## config.mk

```make
export PLATFORM = sky130hd
export DESIGN_NAME = mem_access_ctrl_flat
export DESIGN_NICKNAME = d
export VERILOG_FILES = /design/src/rtl/mem_access_ctrl_if.sv /design/src/rtl/mem_access_ctrl.sv /design/src/flat_wrapper.sv
export SDC_FILE = /design/constraint.sdc
export NUM_CORES = 1
export LEC_CHECK = 0
export ABC_CLOCK_PERIOD_IN_PS = 4600
export BUFFER_PORTS_ARGS = -buffer_cell sky130_fd_sc_hd__buf_2
export CORE_ASPECT_RATIO = 2
export CORE_UTILIZATION = 35
export CTS_CLUSTER_DIAMETER = 80
export DETAILED_ROUTE_END_ITERATION = 16
export HOLD_SLACK_MARGIN = 0.06
export SLEW_MARGIN = 40
export SYNTH_ARGS = -nofsm -noshare
export SYNTH_HDL_FRONTEND = slang
export SYNTH_SLANG_ARGS = --single-unit
```

## constraint.sdc

```tcl
create_clock -name clk_i -period 4.6 [get_ports clk_i]
set_input_delay 0 -clock clk_i [delete_from_list [all_inputs] [get_ports clk_i]]
set_output_delay 0 -clock clk_i [all_outputs]
set_load 0.02 [all_outputs]
```

## src/rtl/mem_access_ctrl_if.sv

```systemverilog
// Memory-side bus of the MEM-stage access controller: a request/ack handshake
// carrying a word address, write data and returned read data.
interface mem_access_ctrl_if;
    logic        mem_req_o;
    logic        mem_we_o;
    logic [31:0] mem_addr_o;
    logic [31:0] mem_wdata_o;
    logic        mem_ack_i;
    logic [31:0] mem_rdata_i;

    modport master (
        output mem_req_o,
        output mem_we_o,
        output mem_addr_o,
        output mem_wdata_o,
        input  mem_ack_i,
        input  mem_rdata_i
    );

    modport slave (
        input  mem_req_o,
        input  mem_we_o,
        input  mem_addr_o,
        input  mem_wdata_o,
        output mem_ack_i,
        output mem_rdata_i
    );
endinterface

```

## src/rtl/mem_access_ctrl.sv

```systemverilog
// MEM-stage load/store controller: issues one memory request per access,
// stalls the pipeline until ack/timeout/misalignment, then releases it for one cycle.
module mem_access_ctrl #(
    parameter int TIMEOUT_CYCLES = 15
) (
    input  logic              clk_i,
    input  logic              rst_i,
    input  logic              MemRead_i,
    input  logic              MemWrite_i,
    input  logic [31:0]       addr_i,
    input  logic [31:0]       wdata_i,
    output logic [31:0]       rdata_o,
    output logic              stall_o,
    output logic              err_o,
    mem_access_ctrl_if.master mem_bus
);

    localparam int CNT_BITS_NEEDED = $clog2(TIMEOUT_CYCLES + 32'sd1);
    localparam int CNT_W           = (CNT_BITS_NEEDED > 32'sd4) ? CNT_BITS_NEEDED : 32'sd4;
    localparam logic [CNT_W-1:0] CNT_LAST = CNT_W'(TIMEOUT_CYCLES - 32'sd1);
    localparam logic [CNT_W-1:0] CNT_ONE  = CNT_W'(32'sd1);
    localparam logic [CNT_W-1:0] CNT_ZERO = {CNT_W{1'b0}};

    typedef enum logic [1:0] {
        IDLE = 2'b00,
        REQ  = 2'b01,
        DONE = 2'b10
    } state_t;

    state_t            state_r, state_s;
    logic [CNT_W-1:0]  cnt_r, cnt_s;
    logic              req_r, req_s;
    logic              we_r, we_s;
    logic              err_r, err_s;
    logic [31:0]       addr_r, addr_s;
    logic [31:0]       wdata_r, wdata_s;
    logic [31:0]       rdata_r, rdata_s;
    logic              access_s;
    logic              aligned_s;
    logic              stall_s;

    assign access_s  = MemRead_i | MemWrite_i;
    assign aligned_s = (addr_i[1:0] == 2'b00);

    // Pipeline freeze: held while an access waits in IDLE or is outstanding in REQ.
    always_comb begin
        stall_s = 1'b0;
        case (state_r)
            IDLE:    stall_s = access_s;
            REQ:     stall_s = 1'b1;
            DONE:    stall_s = 1'b0;
            default: stall_s = 1'b0;
        endcase
    end

    // Next-state and next-register values; everything holds unless a branch overrides it.
    always_comb begin
        state_s = state_r;
        cnt_s   = cnt_r;
        req_s   = req_r;
        we_s    = we_r;
        err_s   = err_r;
        addr_s  = addr_r;
        wdata_s = wdata_r;
        rdata_s = rdata_r;
        case (state_r)
            IDLE: begin
                err_s = 1'b0;
                if (access_s && aligned_s) begin
                    state_s = REQ;
                    req_s   = 1'b1;
                    we_s    = MemWrite_i;
                    addr_s  = addr_i;
                    wdata_s = wdata_i;
                    cnt_s   = CNT_ZERO;
                end else if (access_s) begin
                    state_s = DONE;
                    err_s   = 1'b1;
                    rdata_s = 32'h0000_0000;
                end else begin
                    state_s = IDLE;
                end
            end
            REQ: begin
                // An ack arriving on the final counted cycle still completes cleanly.
                if (mem_bus.mem_ack_i) begin
                    state_s = DONE;
                    req_s   = 1'b0;
                    err_s   = 1'b0;
                    if (!we_r) begin
                        rdata_s = mem_bus.mem_rdata_i;
                    end else begin
                        rdata_s = rdata_r;
                    end
                end else if (cnt_r == CNT_LAST) begin
                    state_s = DONE;
                    req_s   = 1'b0;
                    err_s   = 1'b1;
                    rdata_s = 32'h0000_0000;
                end else begin
                    cnt_s = cnt_r + CNT_ONE;
                end
            end
            DONE: begin
                state_s = IDLE;
                err_s   = 1'b0;
            end
            default: begin
                state_s = IDLE;
                req_s   = 1'b0;
                err_s   = 1'b0;
            end
        endcase
    end

    // State and output registers; reset drops any in-flight request.
    always_ff @(posedge clk_i) begin
        if (rst_i) begin
            state_r <= IDLE;
            cnt_r   <= CNT_ZERO;
            req_r   <= 1'b0;
            we_r    <= 1'b0;
            err_r   <= 1'b0;
            addr_r  <= 32'h0000_0000;
            wdata_r <= 32'h0000_0000;
            rdata_r <= 32'h0000_0000;
        end else begin
            state_r <= state_s;
            cnt_r   <= cnt_s;
            req_r   <= req_s;
            we_r    <= we_s;
            err_r   <= err_s;
            addr_r  <= addr_s;
            wdata_r <= wdata_s;
            rdata_r <= rdata_s;
        end
    end

    assign stall_o             = stall_s;
    assign err_o               = err_r;
    assign rdata_o             = rdata_r;
    assign mem_bus.mem_req_o   = req_r;
    assign mem_bus.mem_we_o    = we_r;
    assign mem_bus.mem_addr_o  = addr_r;
    assign mem_bus.mem_wdata_o = wdata_r;

endmodule

```

## src/flat_wrapper.sv

```systemverilog
// flat-port wrapper written by rule: the top's interface ports become plain ports
module mem_access_ctrl_flat 
#(
    parameter int TIMEOUT_CYCLES = 15
)
  (clk_i, rst_i, MemRead_i, MemWrite_i, addr_i, wdata_i, rdata_o, stall_o, err_o, mem_bus_mem_req_o, mem_bus_mem_we_o, mem_bus_mem_addr_o, mem_bus_mem_wdata_o, mem_bus_mem_ack_i, mem_bus_mem_rdata_i);
  mem_access_ctrl_if mem_bus_i ();
  input  logic clk_i;
  input  logic rst_i;
  input  logic MemRead_i;
  input  logic MemWrite_i;
  input  logic [31:0] addr_i;
  input  logic [31:0] wdata_i;
  output logic [31:0] rdata_o;
  output logic stall_o;
  output logic err_o;
  output wire logic [$bits(mem_bus_i.mem_req_o)-1:0] mem_bus_mem_req_o;
  output wire logic [$bits(mem_bus_i.mem_we_o)-1:0] mem_bus_mem_we_o;
  output wire logic [$bits(mem_bus_i.mem_addr_o)-1:0] mem_bus_mem_addr_o;
  output wire logic [$bits(mem_bus_i.mem_wdata_o)-1:0] mem_bus_mem_wdata_o;
  input wire logic [$bits(mem_bus_i.mem_ack_i)-1:0] mem_bus_mem_ack_i;
  input wire logic [$bits(mem_bus_i.mem_rdata_i)-1:0] mem_bus_mem_rdata_i;
  assign mem_bus_mem_req_o = mem_bus_i.mem_req_o;
  assign mem_bus_mem_we_o = mem_bus_i.mem_we_o;
  assign mem_bus_mem_addr_o = mem_bus_i.mem_addr_o;
  assign mem_bus_mem_wdata_o = mem_bus_i.mem_wdata_o;
  assign mem_bus_i.mem_ack_i = mem_bus_mem_ack_i;
  assign mem_bus_i.mem_rdata_i = mem_bus_mem_rdata_i;
  mem_access_ctrl #(.TIMEOUT_CYCLES(TIMEOUT_CYCLES)) u_core (.clk_i(clk_i), .rst_i(rst_i), .MemRead_i(MemRead_i), .MemWrite_i(MemWrite_i), .addr_i(addr_i), .wdata_i(wdata_i), .rdata_o(rdata_o), .stall_o(stall_o), .err_o(err_o), .mem_bus(mem_bus_i));
endmodule
```

=== Word-level counts from Yosys, hierarchy flattened ===
Cells that the tools add are included.

* $add $sub $neg: 1
* Equal/unequal tests: 10
* Reduce and logical (&&, ||, !) cells: 8
* Bitwise operators: 2
* Muxes and demuxes: 25

{| class="wikitable"
|+ Operators by type and width
! operator !! number
|-
| 32-bit 2-to-1 mux || 5
|-
| 32-bit one-hot mux with 2 select lines || 1
|-
| 4-bit 2-to-1 mux || 3
|-
| 2-bit 2-to-1 mux || 4
|-
| 4-bit one-hot mux with 2 select lines || 1
|-
| 1-bit 2-to-1 mux || 7
|-
| 2-bit inequality test, second input constant || 3
|-
| 5-bit AND reduction || 1
|-
| 4-bit by 1-bit adder with 4-bit output, second input constant || 1
|-
| 4-bit equality test, second input constant || 1
|-
| 2-bit zero test || 2
|-
| 2-bit by 1-bit inequality test with 1-bit output, second input constant || 2
|-
| 1-bit one-hot mux with 2 select lines || 2
|-
| 2-bit one-hot mux with 2 select lines || 1
|-
| 4-bit AND reduction || 1
|-
| 3-bit by 2-bit inequality test with 1-bit output, second input constant || 1
|-
| 3-bit inequality test, second input constant || 1
|-
| 1-bit one-hot mux with 3 select lines || 1
|-
| 3-bit AND reduction || 1
|-
| 2-bit by 1-bit equality test with 1-bit output, second input constant || 1
|-
| 2-bit equality test, second input constant || 1
|-
| 2-bit AND reduction || 1
|-
| 2-bit nonzero test || 1
|-
| 1-bit logical AND || 1
|-
| other kinds (2) || 2
|}

* Word-level logic and storage cells: 54
* Bits of input ports: 101
* Output and inout bits: 100
* Flip-flop bits (word level): 105

=== Depth between registers and ports, before layout ===
Gate-level depths: netlist of the first run.

* Depth in word-level cells: 4
* Mapped depth: 8

=== Least setup slack after synthesis of the first run ===
No wires, ideal clock.

* Kind: reg-to-reg
* Start point: register u_core.cnt_r[0]
* End point: register u_core.rdata_r[10], in the netlist u_core.rdata_o[10]
* Path buffers: 2
* Arrival time: 1.443 ns
* Stages on the path, launching flop included: 9
* Slack: 3.085 ns
* Clock period less this slack: 1.515 ns
* Library setup time: 0.072 ns
* Data required time: 4.528 ns
* Cell sequence: dfxtp_1 -> inv_1 -> ha_1 -> a31oi_1 -> a21oi_1 -> o21bai_1 -> buf_2 -> buf_4 -> mux2i_1

* Longest elaborated chain between the ends: 3

{| class="wikitable"
|+ Ends and longest elaborated chain
! item !! RTL line !! text
|-
| start, declared || mem_access_ctrl.sv:31 || <nowiki>logic [CNT_W-1:0] cnt_r, cnt_s;</nowiki>
|-
| start signal, assigned || mem_access_ctrl.sv:129 || <nowiki>cnt_r <= cnt_s;</nowiki>
|-
| 4-bit equality test || mem_access_ctrl.sv:95 || <nowiki>end else if (cnt_r == CNT_LAST) begin</nowiki>
|-
| 3-bit by 2-bit inequality test with 1-bit output (no line) || - ||
|-
| 5-bit AND reduction (no line) || - ||
|-
| end signal, assigned || mem_access_ctrl.sv:135 || <nowiki>rdata_r <= rdata_s;</nowiki>
|-
| end, declared || mem_access_ctrl.sv:37 || <nowiki>logic [31:0] rdata_r, rdata_s;</nowiki>
|}

No other way between the ends.
A chain may end at the register's enable or synchronous reset.

=== Worst setup path in the final report of the first run ===
* Start point: register u_core.state_r[0]
* End point: register u_core.we_r, in the netlist u_core.mem_bus.mem_we_o

* Longest elaborated chain between the ends: 2

{| class="wikitable"
|+ Ends and longest elaborated chain
! item !! RTL line !! text
|-
| start, declared || mem_access_ctrl.sv:30 || <nowiki>state_t state_r, state_s;</nowiki>
|-
| start signal, assigned || mem_access_ctrl.sv:128 || <nowiki>state_r <= state_s;</nowiki>
|-
| 2-bit zero test || mem_access_ctrl.sv:66 || <nowiki>case (state_r)</nowiki>
|-
| 2-bit AND reduction (no line) || - ||
|-
| end signal, assigned || mem_access_ctrl.sv:131 || <nowiki>we_r <= we_s;</nowiki>
|-
| end, declared || mem_access_ctrl.sv:33 || <nowiki>logic we_r, we_s;</nowiki>
|}

No other way between the ends.

==> impl_results.md, run 1 <==
* Iter 0 DRT Violations at 153
* Crit Path Class: flop to flop
* Peak VDD IR at 177 uV
* Reg-to-Reg Start: u_core.state_r[0]
* Syn_area_per_cell at 8.44 um^2
* Worst r2r dst: u_core.mem_bus.mem_we_o
* Total negative slack at 0 ns
* Largest net degree at the start of global routing at 65
* Hpwl dp at 7610 um
* Critical Path Sink: u_core.mem_bus.mem_we_o
* LEAKAGE at between 2 and 3 nW
* Register area share after synthesis at a little over half
* P&R area growth vs syn at 59.5%
* Clock latency on the worst-skew pair at roughly 0.33 ns
* Die width at 77.2 um
* Commonest cells after routing, fill and taps aside: buf_2 (200), nand2_1 (191), dfxtp_1 (105), dlygate4sd3_1 (98), a21oi_1 (65)
* Status: completed
* Final wirelength at about 12000 um
* Actual slew at the worst max-slew pin at 0.703 ns
* Hold Fails Final Rpt at 0
* Initial antenna violation count at 2
* Layout cells sized above 1 at 30.3%
* RSZ-0062 raised after global routing: false
* Syn Inst Count at 469
* Die Span Y at ~150 um
* Hold crit path type: input port to flop
* Die area at around 12000 um^2
* Core Area at 10900 um^2
* Htree depth at 3
* Gr usage total at 19.6%
* Drt pass-1 iters at 4
* Avg WL per Cell at 13.0 um
* TritonCTS Buffers at 9
* Setup crit start: u_core.state_r[0]
* Power, Total at 1.96 mW
* DRC viols at 0
* CTS tree: done
* Hold buffers post-CTS at 98
* Post-CTS sizing at 0
* Via/cell ratio at approximately 4.7
* Post-synthesis cell area at 3960 um^2
* Max-Cap Viols at 0
* Num ports at 201
* Startpoint Class: flop
* Routed vias at 4191
* Clock Path Buffers at 2
* Arrival time worst endpoint at 2.52 ns
* Worst-path clk slew at 0.07 ns
* GPL Wtd Cong at 0.830
* Slew Viols, Final at 0
* Initial Utilization at 36.2%
* Worst Setup End Kind: flop
* Crit Path Max Fanout at 9
* Yosys top cell by area: dfxtp_1
* Vias in the first global route at 4142
* Setup Fix Bufs, Post-CTS at 0
* Synth warn at 0
* Slew HR at 53.1%
* Top FF cell, synth: dfxtp_1
* Clk sinks at 105
* Unique masters post-synth at 36
* Routed Antenna Nets at 0
* Setup slack, reg-to-reg at 2.36 ns
* Mapped Nets at 572
* Hold Path Stages at 4
* Synth top area share at 53.1%
* I/O Buffers at 200
* PwrDens at 310 nW/um^2
* First-pass GRT wire length at 18700 um
* Most common cell after layout, fill and taps aside: buf_2
* Grt total ovfl at 0
* Flops & latches, synth at 105
* Synth top area cells: dfxtp_1 (53%), nand2_1 (18%), a21oi_1 (8.2%)
* EDFF count, synth at 0
* NumNets Final at 854
* Synth async-reset ratio at 0%
* Final setup viols at 0
* Row cnt at 54
* Fin crit period at 2.24 ns
* R2R depth at 5
* Worst clock skew at 0.0124 ns
* Fmax at 445 MHz
* CTS root buffer: clkbuf_16
* CP Data Required Time at 4.88 ns
* Final Cycle Share at 48.8%
## where the power goes
group	switching (mW)	total [mW]	internal (mW)	leakage [nW]
registers	0.0160	0.953	0.937	0.851
clock network	0.321	0.704	0.383	0.133
logic	0.151	0.300	0.148	1.92
## per-layer routing
metal  vias up  track usage, %  share of wire [%]  wire (um)
li1       2088               -                  -          -
met4         0            10.2                3.2        377
met5         -               0                  0          0
met1      1935            18.6                 36       4230
met3        28            3.95                4.5        530
met2       140            38.1                 56       6550
## logic make-up after synthesis
group	after synthesis	synth area share [%]
AOI/OAI and AO/OA	78	10.7
adders and majority gates	2	0.632
buffers and inverters	35	4.84
DFF	105	53.1
muxes	33	8.47
and+or+nand+nor	216	22.3
## sequential cells by signal, indices dropped and copies added, names as in the netlist
register	cells
u_core.state_r	2
u_core.mem_bus.mem_wdata_o	32
u_core.mem_bus.mem_req_o	1
u_core.err_o	1
u_core.cnt_r	4
u_core.mem_bus.mem_addr_o	32
u_core.rdata_o	32
u_core.mem_bus.mem_we_o	1
## through the flow
| stage | instance area, um^2 | setup slack, ns | std cells | util (%) | hold WS, ns |
|---|---|---|---|---|---|
| finish | 6310 | 2.36 | 897 | 57.7 | 0.0730 |
| detailed placement | 5050 | 2.53 | 782 | 46.2 | 0.249 |
| global placement | 4990 | 2.18 | 778 | 45.6 | 0.243 |
| CTS | 6310 | 2.41 | 895 | 57.6 | 0.0669 |
| global route | 6310 | 2.27 | 897 | 57.7 | 0.0945 |
| floorplan | 3960 | 3.08 | 469 | - | 0.116 |
## cell type report
cell class | instances | area [um^2]
Antenna cell | 2 | 5.00
Inverter | 2 | 8.76
Sequential cell | 105 | 2100
Clock inverter | 3 | 26.3
Multi-Input combinational cell | 329 | 1700
Tap cell | 140 | 175
Clock buffer | 12 | 246
Timing Repair Buffer | 304 | 2050
Fill cell | 995 | 4630
## cells in the mapped netlist, drive strengths merged (2+ instances only)
| library cell | count |
|---|---|
| nor4 | 2 |
| a21oi | 65 |
| nand2 | 191 |
| o21bai | 2 |
| o21ai | 2 |
| ha | 2 |
| nand3 | 3 |
| a31oi | 2 |
| nor2 | 5 |
| mux2i | 32 |
| nor3b | 3 |
| clkbuf | 13 |
| nand2b | 2 |
| nor3 | 3 |
| and3 | 3 |
| buf | 20 |
| dfxtp | 105 |
## worst min-delay path by stage
stage	from	endpoint	slack (ns)
after floorplan	mem_bus_mem_ack_i	u_core.err_o	0.12
after global placement	wdata_i[13]	u_core.mem_bus.mem_wdata_o[13]	0.24
after detailed placement	addr_i[4]	u_core.mem_bus.mem_addr_o[4]	0.25
after CTS	MemRead_i	u_core.cnt_r[3]	0.07
after global routing	MemRead_i	u_core.cnt_r[3]	0.09
final	MemRead_i	u_core.cnt_r[3]	0.07
## critical path, cell delays in order, from the launching register on
cell	delay, ns
dfxtp_1	0.40
nor4_4	0.40
nand2_1	0.10
dlygate4sd3_1	0.57
a21oi_1	0.14
dlygate4sd3_1	0.57
Note: power is estimated with default switching activity, not from simulation.
==> inputs of run 2 (changes only) <==
--- a/config.mk
+++ b/config.mk
@@ -5,7 +5,7 @@
 export SDC_FILE = /design/constraint.sdc
 export NUM_CORES = 1
 export LEC_CHECK = 0
-export ABC_CLOCK_PERIOD_IN_PS = 4600
+export ABC_CLOCK_PERIOD_IN_PS = 2200
 export BUFFER_PORTS_ARGS = -buffer_cell sky130_fd_sc_hd__buf_2
 export CORE_ASPECT_RATIO = 2
 export CORE_UTILIZATION = 35
==> constraint.sdc (replaced) <==
create_clock -name clk_i -period 2.2 [get_ports clk_i]
set_input_delay 0 -clock clk_i [delete_from_list [all_inputs] [get_ports clk_i]]
set_output_delay 0 -clock clk_i [all_outputs]
set_load 0.02 [all_outputs]
==> impl_results.md, run 2 (synthesis gave the netlist of run 1 again) <==
* GPL Wtd Cong at 0.817
* HP Start: addr_i[1]
* Crit Path Class: flop to flop
* Crit Path Max Fanout at between 40 and 50
* Clk sinks at 105
* R2R depth at 5
* Commonest cells after routing, fill and taps aside: buf_2 (200), nand2_1 (191), dfxtp_1 (105), dlygate4sd3_1 (97), a21oi_1 (65)
* Critical path's largest stage delay at 0.40 ns
* Hold Fails Final Rpt at 0
* Hpwl dp at roughly 8000 um
* Row cnt at 54
* Worst clock skew at approximately 0.0063 ns
* Peak VDD IR at roughly 610 uV
* Iter 0 DRT Violations at 131
* Hold crit path type: input port to flop
* NumNets Final at 854
* Num ports at 201
* Buf/Inv on CP at 1
* Worst Hold Margin at 0.144 ns
* Largest net degree at the start of global routing at 44
* First-pass GRT wire length at between 15000 and 20000 um
* DRC viols at 0
* Critical-path cell list: nor4_4 -> o21a_2 -> buf_4 -> nand2_1 -> a21oi_1
* Reg-to-Reg Start: u_core.state_r[1]
* Status: completed
* Htree depth at 3
* Initial Utilization at around 36%
* PwrDens at 698 nW/um^2
* Actual slew at the worst max-slew pin at just over 0.7 ns
* Core Area at 10900 um^2
* Die width at 77.2 um
* Initial antenna violation count at 0
* Startpoint Class: flop
* Grt total ovfl at 0
* RSZ-0062 raised after global routing: false
* Arrival time worst endpoint at 2.03 ns
* Setup slack, reg-to-reg at ~0.44 ns
* Critical path's top delay family: simple AND/OR/NAND/NOR gates
* Die Span Y at about 150 um
* Most common cell after layout, fill and taps aside: buf_2
* Total negative slack at 0 ns
* Hold buffers post-CTS at 97
* CTS tree: done
* Final setup viols at 0
* Post-CTS sizing at 0
* Fmax at ~570 MHz
* Clock Path Buffers at 2
* Die area at 11800 um^2
* Worst-path clk slew at ~0.070 ns
* CP Data Required Time at 2.47 ns
* CP max-delay cell: nor4_4
* Drt pass-1 iters at 4
* Fin crit period at 1.76 ns
* Hold Path Stages at 5
* Worst Setup End Kind: flop
* Vias in the first global route at around 4.2k
* Slew Viols, Final at 0
* Worst r2r dst: u_core.mem_bus.mem_wdata_o[12]
* Routed Antenna Nets at 0
* Hold endpoint: u_core.mem_bus.mem_req_o
* P&R area growth vs syn at 60.7%
* Via/cell ratio at around 4.7
* Slew HR at between 50% and 60%
* Ant diodes at 0
* Final wirelength at 12500 um
* Routed vias at approximately 4.2k
* Avg WL per Cell at roughly 14 um
* Layout cells sized above 1 at 30.4%
* CTS root buffer: clkbuf_16
* Final Cycle Share at 80.0%
* LEAKAGE at slightly below 3 nW
* TritonCTS Buffers at 9
* Max-Cap Viols at 0
* Setup Fix Bufs, Post-CTS at 0
* I/O Buffers at 200
* Gr usage total at 21.3%
* Clock latency on the worst-skew pair at 0.34 ns
-- run 2: metal layers --
metal	share of wire (%)	track usage [%]	up-vias
li1	-	-	2085
met1	36	20.8	1930
met2	56	41.1	147
met3	4.1	3.47	29
met4	3.3	11.1	0
met5	0	0	-
-- run 2: through the flow --
step / cells / utilization [%] / setup slack [ns] / power (mW) / area [um^2]
after CTS: 894 / 58.1 / 0.431 / 4.47 / 6360
after floorplan: 469 / - / 0.685 / 2.33 / 3960
after global routing: 894 / 58.1 / 0.216 / 4.62 / 6360
after global placement: 783 / 46.2 / 0.527 / 2.52 / 5060
final: 894 / 58.1 / 0.439 / 4.44 / 6360
after detailed placement: 783 / 46.2 / 0.443 / 2.53 / 5060
-- run 2: layout make-up --
class / instances / area, um^2
timing repair buffer: 304 / 2050
fill: 1010 / 4580
tap: 140 / 175
inverter: 2 / 7.51
clock buffer: 11 / 243
multi-input combinational: 329 / 1690
sequential: 105 / 2100
clock inverter: 3 / 90.1
-- run 2: how the worst max path moves through the flow --
stage,depth (start not counted),from,slack [ns],endpoint
2_1_floorplan,8,u_core.cnt_r[0],0.68,u_core.rdata_o[10]
3_3_place_gp,5,u_core.state_r[0],0.53,u_core.mem_bus.mem_wdata_o[20]
3_5_place_dp,5,u_core.state_r[0],0.44,u_core.mem_bus.mem_wdata_o[12]
4_1_cts,5,u_core.state_r[0],0.43,u_core.mem_bus.mem_wdata_o[12]
5_1_grt,5,u_core.state_r[0],0.22,u_core.mem_bus.mem_wdata_o[12]
6_report,5,u_core.state_r[1],0.44,u_core.mem_bus.mem_wdata_o[12]
-- run 2: power by group --
group	switching, mW	internal, mW	total [mW]
clock network	0.681	1.13	1.81
registers	0.0359	1.96	2.00
logic	0.320	0.311	0.631
total	1.04	3.40	4.44
-- run 2: worst min-delay path: stages --
cell,delay [ns]
buf_2,0.11
nor4_4,0.05
o21a_2,0.13
nor2_1,0.08
a211oi_1,0.05
